$ cat src/rtl/qs_bank_sched.sv
// qs_bank_sched: per-bank lifecycle state shared by enqueue, sort and dequeue agents.
// Define QS_BANK_SCHED_LEGAL_CHK_EN to drop writes that skip or reverse the lifecycle.
module qs_bank_sched #(
    parameter  int BANKS_N = 4,
    parameter  int N_W     = 10,
    localparam int IW      = $clog2(BANKS_N),
    localparam int SW      = N_W + 4
) (
    input  logic          clk,
    input  logic          rst,
    input  logic [IW-1:0] enq_bank_idx,
    input  logic [IW-1:0] srt_bank_idx,
    input  logic [IW-1:0] deq_bank_idx,
    input  logic          enq_upd_vld,
    input  logic          srt_upd_vld,
    input  logic          deq_upd_vld,
    input  logic [SW-1:0] enq_upd,
    input  logic [SW-1:0] srt_upd,
    input  logic [SW-1:0] deq_upd,
    output logic [SW-1:0] enq_bank_r,
    output logic [SW-1:0] srt_bank_r,
    output logic [SW-1:0] deq_bank_r,
    output logic [IW:0]   occ_r,
    output logic          empty_r,
    output logic          full_r,
    output logic          err_r
);

    typedef logic [IW-1:0] bank_id_t;

    typedef struct packed {
        logic           err;
        logic [N_W-1:0] n;
        logic [2:0]     status;
    } bank_state_t;

    typedef enum logic [1:0] {
        WR_DEQ,
        WR_SRT,
        WR_ENQ
    } writer_e;

    localparam logic [2:0] ST_IDLE      = 3'd0;
    localparam logic [2:0] ST_LOADING   = 3'd1;
    localparam logic [2:0] ST_READY     = 3'd2;
    localparam logic [2:0] ST_SORTING   = 3'd3;
    localparam logic [2:0] ST_SORTED    = 3'd4;
    localparam logic [2:0] ST_UNLOADING = 3'd5;

`ifdef QS_BANK_SCHED_LEGAL_CHK_EN
    localparam bit LEGAL_CHK = 1'b1;
`else
    localparam bit LEGAL_CHK = 1'b0;
`endif

    bank_state_t bank_q   [BANKS_N];
    bank_state_t bank_nxt [BANKS_N];
    bank_state_t upd;
    writer_e     wr;
    logic        hit_e;
    logic        hit_s;
    logic        hit_d;
    logic        err_set;
    logic [IW:0] occ_nxt;

    function automatic logic accept(
        input writer_e    w,
        input logic [2:0] cur,
        input logic [2:0] nxt
    );
        logic legal;
        legal = 1'b0;
        unique case (w)
            WR_ENQ: legal = (cur == ST_IDLE    && nxt == ST_LOADING) ||
                            (cur == ST_LOADING && nxt == ST_READY);
            WR_SRT: legal = (cur == ST_READY   && nxt == ST_SORTING) ||
                            (cur == ST_SORTING && nxt == ST_SORTED);
            WR_DEQ: legal = (cur == ST_SORTED    && nxt == ST_UNLOADING) ||
                            (cur == ST_UNLOADING && nxt == ST_IDLE);
            default: legal = 1'b0;
        endcase
        // Codes 6-7 are rejected even when lifecycle checking is compiled out
        return (nxt <= ST_UNLOADING) && (legal || !LEGAL_CHK);
    endfunction

    always_comb begin
        bank_nxt = bank_q;
        err_set  = 1'b0;
        occ_nxt  = '0;
        hit_e    = 1'b0;
        hit_s    = 1'b0;
        hit_d    = 1'b0;
        wr       = WR_ENQ;
        upd      = '0;
        for (int b = 0; b < BANKS_N; b++) begin
            hit_e = enq_upd_vld && (enq_bank_idx == bank_id_t'(b));
            hit_s = srt_upd_vld && (srt_bank_idx == bank_id_t'(b));
            hit_d = deq_upd_vld && (deq_bank_idx == bank_id_t'(b));
            if ((hit_d && (hit_s || hit_e)) || (hit_s && hit_e))
                err_set = 1'b1;
            wr  = WR_ENQ;
            upd = enq_upd;
            if (hit_d) begin
                wr  = WR_DEQ;
                upd = deq_upd;
            end else if (hit_s) begin
                wr  = WR_SRT;
                upd = srt_upd;
            end
            if (hit_d || hit_s || hit_e) begin
                if (accept(wr, bank_q[b].status, upd.status))
                    bank_nxt[b] = upd;
                else
                    err_set = 1'b1;
            end
            if (bank_nxt[b].status != ST_IDLE)
                occ_nxt = occ_nxt + (IW+1)'(1);
        end
    end

    always_ff @(posedge clk) begin
        if (rst) begin
            for (int b = 0; b < BANKS_N; b++)
                bank_q[b] <= '0;
            enq_bank_r <= '0;
            srt_bank_r <= '0;
            deq_bank_r <= '0;
            occ_r      <= '0;
            empty_r    <= 1'b1;
            full_r     <= 1'b0;
            err_r      <= 1'b0;
        end else begin
            bank_q     <= bank_nxt;
            enq_bank_r <= bank_nxt[enq_bank_idx];
            srt_bank_r <= bank_nxt[srt_bank_idx];
            deq_bank_r <= bank_nxt[deq_bank_idx];
            occ_r      <= occ_nxt;
            empty_r    <= (occ_nxt == '0);
            full_r     <= (occ_nxt == (IW+1)'(BANKS_N));
            err_r      <= err_r | err_set;
        end
    end

endmodule

$ cat config.mk
export PLATFORM = sky130hd
export DESIGN_NAME = qs_bank_sched
export DESIGN_NICKNAME = d
export VERILOG_FILES = /design/src/rtl/qs_bank_sched.sv
export SDC_FILE = /design/constraint.sdc
export NUM_CORES = 1
export LEC_CHECK = 0
export BUFFER_PORTS_ARGS = -buffer_cell sky130_fd_sc_hd__buf_4
export CAP_MARGIN = 20
export CORE_ASPECT_RATIO = 1.5
export CORE_MARGIN = 2
export CORE_UTILIZATION = 50
export DETAILED_ROUTE_END_ITERATION = 8
export PLACE_DENSITY_LB_ADDON = 0.15
export SYNTH_ARGS = -nofsm -noshare
export SYNTH_HDL_FRONTEND = slang
export SYNTH_SLANG_ARGS = --single-unit
export TNS_END_PERCENT = 100
$ cat constraint.sdc
create_clock -name clk -period 7.25 [get_ports clk]
set_input_delay 2.175 -clock clk [delete_from_list [all_inputs] [get_ports clk]]
set_output_delay 2.175 -clock clk [all_outputs]
set_load 0.02 [all_outputs]
==> qor.yml, run 1 <==
outcome: "complete, no violations"
most-common-layout-cells: "nand2_1 (112), buf_4 (111), nor2_1 (105), dfxtp_1 (104), mux2i_1 (63)"
worst_case_clock_skew_ns: 0.00617
grt_start_max_net_pins: 61
layout.cells.most_common: "nand2_1"
summed_negative_setup_slack_over_all_endpoints_ns: 0
hold_path_depth: 2
synth_area_mm2: 0.00621
start_util_pct: 51.4
cp.arrival_ns: 6.65
yosysWarnings: 0
stdcell_count: 986
placedCellCount: 970
fin_nets: 884
clkTransAtPathRegs_ns: 0.07
tritoncts_num_sinks: 104
internal_power_uw: 1120
synth-seq-area-share_pct: 33.5
post_synthesis_sequential_element_count: 104
tritoncts: "built"
antenna_cells_inserted: 0
ctsHtreeMaxLevel: 3
finalCoreUtilization_pct: 60.4
synth.net_count: 816
sw_share_pct: 33.4
clk_root_buffer_cell: "clkbuf_16"
p_per_area_mw_per_mm2: 231
portBuffers: 100
postCtsHoldBufs: 0
report.final.slew_viol_count: 0
crit-reg2reg-capture: "empty_r$_SDFF_PP1_"
timing.final.crit_period_ns: 6.39
worst_ep_required_time_ns: 7.51
grtUsageMet1_pct: 35.9
clockPowerShare_pct: 31.1
drive_above_1_share_pct: 21.6
power.share.sequential_pct: 38.3
detailedPlacementHpwl_um: 13600
final_period_util_pct: 88.1
grt_pass1_vias: 5924
timing.hold.worst_endpoint: "bank_q[29]$_SDFF_PP0_"
ios: 101
remaining_global_route_overflow: 0
leakagePower_uw: 0.00315
reg2reg_setup_slack_ns: 3.95
antenna_found_initial: 0
synth-main-ff-cell: "dfxtp_1"
routed_wire_length_per_instance_um: 20.5
report.final.hold_viol_count: 0
grt.total_usage_pct: 30.0
drc: 0
report.power.total_uw: 1680
grt_util_met3_pct: 4.90
end_kind: "flip-flop"
grt_first_pass_wirelength_um: 30700
placement.setup.worst_slack_ns: 0.600
startpoint_of_the_tightest_hold_check_path: "bank_q[29]$_SDFF_PP0_"
groute.layer.met2.usage_pct: 51.5
synth-edff-count: 0
maxCapViolations: 0
fp.dieArea_mm2: 0.0133
post_drt_antenna_nets: 0
gp_congestion: 0.975
cts_repair_resize_count: 0
vias_per_cell: 6.22
r2r_cells: 10
grt_setup_unrepaired: "false"
setup_viol_count_final: 0
timing.max_slew.rel_slack_pct: 35.7
grt_most_used_layer: "met2"
dr.first_iter.drc_count: 547
cts_setup_buffers: 0
start_to_end_type_of_the_worst_setup_path: "in -> reg"
max_freq_mhz: 157
rr_startpoint: "bank_q[42]$_SDFF_PP0_"
drt_first_pass_iters: 7
peakVddDrop_mv: 0.128
placeableCoreArea_mm2: 0.0121
worstSkewPairLatency_ns: 0.35
combinationalPowerShare_pct: 30.7
area_growth_pct: 17.5
netlist-cell-type-count: 65
cts_buffer_depth: 2
drt_wl_total_um: 20200
netSwitchingPower_uw: 562
postSynth.asyncResetShare_pct: 0
netlist_instances: 760
num_vias: 6135
slew_of_the_pin_with_the_lowest_slew_margin_ns: 0.963
layout_setup_ws_ns: 0.862
cts-buffers-inserted: 9
fp.dieW_um: 95
floorplan.die.height_um: 141
worstSetupStartpointType: "input port"
avg_synthesized_cell_area_um2: 8.17
std_cell_rows: 49
fillCellCount: 1079
min_path_type: "reg -> reg"
cp_max_fanout: 53
## worst max-delay path, stage by stage
cell,delay [ns]
buf_4,0.47
or3b_1,0.51
a211oi_1,0.16
o22ai_1,0.31
mux2i_2,0.37
nor3b_2,0.27
inv_1,0.07
ha_1,0.36
or3_1,0.44
and2_1,0.19
ha_1,0.34
or3_1,0.42
o221a_1,0.25
a221oi_2,0.29
## power groups by stage
stage	clock network, uW	registers [uW]	logic [uW]
floorplan	0	694	303
global placement	0	655	493
detailed placement	0	657	506
CTS	526	644	509
global route	547	649	553
finish	523	644	516
## sequential cells by signal (all words and copies together), names as in the netlist
signal      flops
full_r          1
srt_bank_r     14
err_r           1
bank_q         56
enq_bank_r     14
deq_bank_r     14
empty_r         1
occ_r           3
## layout make-up
type | instances | area [um2] | area share [%]
tap | 153 | 191 | 2.62
multi-input combinational | 592 | 3840 | 52.6
sequential | 104 | 2080 | 28.5
clock inverter | 6 | 73.8 | 1.01
inverter | 10 | 37.5 | 0.514
timing repair buffer | 111 | 833 | 11.4
clock buffer | 10 | 239 | 3.27
## metal layers
metal,part of all wire (%),wire length (um),vias up
met1,38,7720,2886
met4,3.7,748,0
met3,7.5,1510,61
met2,51,10200,332
met5,0,0,-
li1,-,-,2856
## how the worst max path moves through the flow
stage	startpoint	endpoint	slack (ns)	depth (start not counted)
6_report	srt_bank_idx[0]	empty_r$_SDFF_PP1_	0.86	14
5_1_grt	srt_bank_idx[0]	empty_r$_SDFF_PP1_	0.66	14
4_1_cts	srt_bank_idx[0]	empty_r$_SDFF_PP1_	0.96	14
3_5_place_dp	srt_bank_idx[0]	empty_r$_SDFF_PP1_	0.60	14
3_3_place_gp	srt_bank_idx[0]	empty_r$_SDFF_PP1_	0.82	14
2_1_floorplan	srt_upd_vld	empty_r$_SDFF_PP1_	1.15	16
## cells by family (layout without fill, tap and decap cells)
| group | after synthesis | after routing | synth area share [%] |
|---|---|---|---|
| multiplexers | 96 | 96 | 18.6 |
| buffers and inverters | 64 | 137 | 4.71 |
| adder cells (fa/ha/maj) | 3 | 3 | 0.604 |
| AND/OR/NAND/NOR | 309 | 309 | 23.2 |
| AO/OA/AOI/OAI | 184 | 184 | 19.4 |
| flip-flops | 104 | 104 | 33.5 |
## stage by stage
step	hold WS [ns]	cell area (um2)
2_1_floorplan	0.473	6210
3_3_place_gp	0.497	6990
3_5_place_dp	0.511	6990
4_1_cts	0.528	7300
5_1_grt	0.564	7300
6_report	0.528	7300
## synthesized netlist by cell type (3+ instances only)
library cell	n	area share, %
o21ai_0	34	2.7
nand3b_1	5	0.60
buf_6	3	0.54
a21oi_1	55	4.4
a211oi_2	3	0.60
mux4_2	12	4.4
and2_1	29	2.9
o21a_1	4	0.48
mux2_2	18	3.3
mux2i_1	63	10
a2bb2oi_1	3	0.42
clkbuf_1	34	2.1
o22ai_1	31	3.1
and3b_1	5	0.71
inv_1	7	0.42
buf_4	4	0.48
o2111ai_1	3	0.42
o2bb2ai_1	5	0.71
nor4b_1	4	0.56
or3_1	4	0.40
a211oi_1	3	0.36
buf_2	12	0.97
ha_1	3	0.60
and3_1	4	0.40
nor2_1	105	6.3
nand2_1	112	6.8
dfxtp_1	104	34
a31oi_1	20	2.0
o21ai_1	3	0.24
nand3_1	3	0.24
clkinv_1	3	0.18
nor3_1	21	1.7
(Power assumes the default switching activity.)
==> inputs of run 2 (changes only) <==
CORE_UTILIZATION = 40   (was 50)
==> qor.yml, run 2 (synthesis gave the netlist of run 1 again) <==
outcome: "complete, no violations"
drc: 0
floorplan.die.height_um: 157
report.final.slew_viol_count: 0
area_growth_pct: 18.6
tritoncts_num_sinks: 104
final_period_util_pct: 86.0
grt_most_used_layer: "met2"
cts_setup_buffers: 0
groute.layer.met2.usage_pct: 43.2
fp.dieW_um: 106
ctsHtreeMaxLevel: 3
clkTransAtPathRegs_ns: 0.08
worstSetupStartpointType: "input port"
slew_of_the_pin_with_the_lowest_slew_margin_ns: 1.15
largest_register_ffs: 56
grt_setup_unrepaired: "false"
fp.dieArea_mm2: 0.0166
worst_ep_required_time_ns: 7.53
grt.total_usage_pct: 24.5
postCtsHoldBufs: 0
worstSkewPairLatency_ns: 0.36
worst_case_clock_skew_ns: 0.00757
post_drt_antenna_nets: 0
remaining_global_route_overflow: 0
placed_cell_area_mm2: 0.00703
timing.max_slew.rel_slack_pct: 23.5
clk_root_buffer_cell: "clkbuf_16"
grtUsageMet1_pct: 29.9
start_util_pct: 41.0
fin_nets: 882
ios: 101
detailedPlacementHpwl_um: 14000
report.final.hold_viol_count: 0
cts_repair_resize_count: 0
internal_power_uw: 1160
largest_register: "bank_q"
layout.cells.most_common: "nand2_1"
gp_congestion: 0.908
dr.first_iter.drc_count: 489
max_freq_mhz: 160
power.share.sequential_pct: 37.6
cp_max_fanout: 53
p_per_area_mw_per_mm2: 232
maxCapViolations: 0
netSwitchingPower_uw: 557
cts_buffer_depth: 2
vias_per_cell: 5.87
fillCellCount: 1497
postLayoutCellArea_mm2: 0.00737
cp.arrival_ns: 6.52
combinationalPowerShare_pct: 30.0
routed_wire_length_per_instance_um: 20.0
tritoncts: "built"
num_vias: 6048
std_cell_rows: 55
drt_first_pass_iters: 6
cts-buffers-inserted: 9
min_path_type: "reg -> reg"
drive_above_1_share_pct: 21.4
grt_start_max_net_pins: 62
antenna_cells_inserted: 0
portBuffers: 100
worst_hold_slack_after_final_layout_ns: 0.540
most-common-layout-cells: "nand2_1 (112), buf_4 (109), nor2_1 (105), dfxtp_1 (104), mux2i_1 (63)"
leakagePower_uw: 0.00315
peakVddDrop_mv: 0.127
setup_viol_count_final: 0
placeableCoreArea_mm2: 0.0151
grt_util_met3_pct: 3.67
sw_share_pct: 32.5
summed_negative_setup_slack_over_all_endpoints_ns: 0
antenna_found_initial: 0
drt_wl_total_um: 20600
start_to_end_type_of_the_worst_setup_path: "in -> reg"
timing.final.crit_period_ns: 6.24
grt_first_pass_wirelength_um: 31400
clockPowerShare_pct: 32.4
grt_pass1_vias: 5789
end_kind: "flip-flop"
[run 2: cell types whose count changed in the layout (fill, tap and decap cells not counted), sizes merged]
cell	previous run	this run
bufinv	1	2
buf	111	109
clkinvlp	2	1
[run 2: worst max-delay path: stages]
cell and delay [ns]:
buf_4 0.47, or3b_1 0.47, a211oi_1 0.17, o22ai_1 0.30, mux2i_2 0.35, nor3b_2 0.27, inv_1 0.07, ha_1 0.36
or3_1 0.43, and2_1 0.18, ha_1 0.34, or3_1 0.40, o221a_1 0.25, a221oi_2 0.25
[run 2: layout make-up]
class | instances | area [um2] | share of cell area, %
inverters | 10 | 37.5 | 0.510
clock buffers | 10 | 239 | 3.24
multi-input cells | 592 | 3840 | 52.2
clock inverters | 6 | 98.8 | 1.34
well taps | 199 | 249 | 3.38
repair buffers | 109 | 818 | 11.1
flip-flops and latches | 104 | 2080 | 28.3
[run 2: final timing paths]
kind	start	end	slack, ns	cells past startpoint
max	srt_bank_idx[0]	empty_r$_SDFF_PP1_	1.01	14
min	bank_q[25]$_SDFF_PP0_	bank_q[25]$_SDFF_PP0_	0.54	2
max reg2reg	bank_q[42]$_SDFF_PP0_	empty_r$_SDFF_PP1_	4.06	10
min reg2reg	bank_q[25]$_SDFF_PP0_	bank_q[25]$_SDFF_PP0_	0.54	2
[run 2: per-stage QoR]
| step | cells | power (uW) | util, % | setup slack (ns) |
|---|---|---|---|---|
| finish | 1030 | 1710 | 48.7 | 1.01 |
| global route | 1030 | 1790 | 48.7 | 0.733 |
| CTS | 1030 | 1720 | 48.7 | 1.03 |
| detailed placement | 1014 | 1160 | 46.4 | 0.655 |
| global placement | 1014 | 1150 | 46.4 | 0.871 |
| floorplan | 760 | 996 | - | 1.15 |
[run 2: power groups by stage]
stage | clock, uW | combinational (uW) | sequential [uW]
floorplan | 0 | 303 | 694
global placement | 0 | 496 | 656
detailed placement | 0 | 508 | 657
CTS | 566 | 510 | 644
global route | 583 | 555 | 648
finish | 555 | 515 | 643
[run 2: routing by layer]
layer  part of all wire (%)  wire length, um  vias up
met5                      0                0        -
met1                     40             8220     2892
met4                    2.4              488        0
met3                    7.2             1480       32
li1                       -                -     2844
met2                     51            10400      280
==> inputs of run 3 (changes only) <==
clock period = 7.5 ns   (was 7.25 ns; I/O delays follow)
==> qor.yml, run 3 (synthesis gave the netlist of run 1 again) <==
outcome: "complete, no violations"
summed_negative_setup_slack_over_all_endpoints_ns: 0
detailedPlacementHpwl_um: 13900
postLayoutCellArea_mm2: 0.00731
grt_start_max_net_pins: 62
min_path_type: "reg -> reg"
drt_wl_total_um: 20400
report.final.slew_viol_count: 0
post_drt_antenna_nets: 0
cts_buffer_depth: 2
fin_nets: 881
worst_hold_slack_after_final_layout_ns: 0.543
antenna_cells_inserted: 0
fp.dieW_um: 106
final_period_util_pct: 87.6
grt_setup_unrepaired: "false"
fillCellCount: 1495
most-common-layout-cells: "nand2_1 (112), buf_4 (108), nor2_1 (105), dfxtp_1 (104), mux2i_1 (63)"
r2r_cells: 11
worst_case_clock_skew_ns: 0.00540
grt.total_usage_pct: 24.5
cp.arrival_ns: 6.84
std_cell_rows: 55
reg2reg_setup_slack_ns: 4.31
drive_above_1_share_pct: 21.2
grt_pass1_vias: 5829
clkTransAtPathRegs_ns: 0.07
report.final.hold_viol_count: 0
portBuffers: 100
drt_first_pass_iters: 8
max_freq_mhz: 152
end_kind: "flip-flop"
largest_register_ffs: 56
timing.final.crit_period_ns: 6.57
leakagePower_uw: 0.00313
gp_congestion: 0.865
cts_repair_resize_count: 0
layout.cells.most_common: "nand2_1"
antenna_found_initial: 0
crit-reg2reg-capture: "empty_r$_SDFF_PP1_"
fp.dieArea_mm2: 0.0166
vias_per_cell: 5.88
drc: 0
clk_root_buffer_cell: "clkbuf_16"
grt_first_pass_wirelength_um: 31200
worstSetupEndpoint: "empty_r$_SDFF_PP1_"
num_vias: 6051
sequential_cell_area_mm2: 0.00208
worstSkewPairLatency_ns: 0.35
slew_of_the_pin_with_the_lowest_slew_margin_ns: 1.12
largest_register: "bank_q"
tritoncts: "built"
grtUsageMet1_pct: 29.2
cp_max_fanout: 49
grt_util_met3_pct: 4.54
grt_most_used_layer: "met2"
dr.first_iter.drc_count: 438
report.power.total_uw: 1570
start_util_pct: 41.0
area_growth_pct: 17.6
placeableCoreArea_mm2: 0.0151
multiInputGateArea_mm2: 0.00384
ios: 101
cts-buffers-inserted: 9
floorplan.die.height_um: 157
timing.max_slew.rel_slack_pct: 25.1
routed_wire_length_per_instance_um: 19.8
tritoncts_num_sinks: 104
setup_viol_count_final: 0
critical_path.startpoint: "deq_bank_idx[0]"
groute.layer.met2.usage_pct: 42.4
p_per_area_mw_per_mm2: 215
worstSetupStartpointType: "input port"
peakVddDrop_mv: 0.131
postCtsHoldBufs: 0
remaining_global_route_overflow: 0
cts_setup_buffers: 0
rr_startpoint: "bank_q[30]$_SDFF_PP0_"
worst_ep_required_time_ns: 7.77
maxCapViolations: 0
start_to_end_type_of_the_worst_setup_path: "in -> reg"
ctsHtreeMaxLevel: 3
placed_cell_area_mm2: 0.00702
-- run 3: cell types whose count changed in the layout (fill, tap and decap cells not counted) --
cell        change
clkbuf_1        +1
bufinv_16       -2
inv_6           +1
inv_8           -2
clkbuf_8        +1
clkinvlp_4      -1
buf_4           -1
clkinv_2        +2
-- run 3: worst min-delay path by stage --
stage / start / to / slack (ns) / depth (start not counted)
5_1_grt: bank_q[45]$_SDFF_PP0_ / bank_q[45]$_SDFF_PP0_ / 0.57 / 2
4_1_cts: bank_q[27]$_SDFF_PP0_ / bank_q[27]$_SDFF_PP0_ / 0.55 / 2
2_1_floorplan: bank_q[29]$_SDFF_PP0_ / bank_q[29]$_SDFF_PP0_ / 0.47 / 2
3_3_place_gp: bank_q[29]$_SDFF_PP0_ / bank_q[29]$_SDFF_PP0_ / 0.50 / 2
6_report: bank_q[17]$_SDFF_PP0_ / bank_q[17]$_SDFF_PP0_ / 0.54 / 2
3_5_place_dp: bank_q[22]$_SDFF_PP0_ / bank_q[22]$_SDFF_PP0_ / 0.53 / 2
-- run 3: worst max-delay path, stage by stage --
cell and delay [ns]:
buf_4 0.47, and3b_1 0.58, nand2_1 0.18, a22oi_1 0.25
buf_4 0.28, mux2i_1 0.40, nand2_1 0.14, ha_1 0.40
or3_1 0.44, and2_1 0.18, ha_1 0.32, or3_1 0.41
o221a_1 0.25, a221oi_2 0.25
-- run 3: report_power, final --
| group | total [uW] | switching [uW] | leakage (uW) | internal [uW] |
|---|---|---|---|---|
| clock | 456 | 212 | 0.000143 | 244 |
| sequential | 622 | 14.7 | 0.000854 | 607 |
| combinational | 493 | 290 | 0.00213 | 203 |
| total | 1570 | 517 | 0.00313 | 1050 |
-- run 3: routing by layer --
layer	up-vias	part of all wire (%)
li1	2847	-
met1	2856	40
met2	295	50
met3	53	7.3
met4	0	3.5
met5	-	0
-- run 3: stage by stage --
stage / std cells / worst slack [ns] / util [%]
after global placement: 1013 / 0.871 / 46.4
after global routing: 1029 / 0.732 / 48.3
after detailed placement: 1013 / 0.669 / 46.4
after CTS: 1029 / 1.03 / 48.3
final: 1029 / 0.930 / 48.3
after floorplan: 760 / 1.33 / -
-- run 3: final cells by class --
class	count	area share (%)
multi-input combinational	592	52.6
sequential	104	28.5
timing repair buffer	108	11.1
clock buffer	12	3.51
tap	199	3.41
inverter	10	0.514
clock inverter	4	0.377
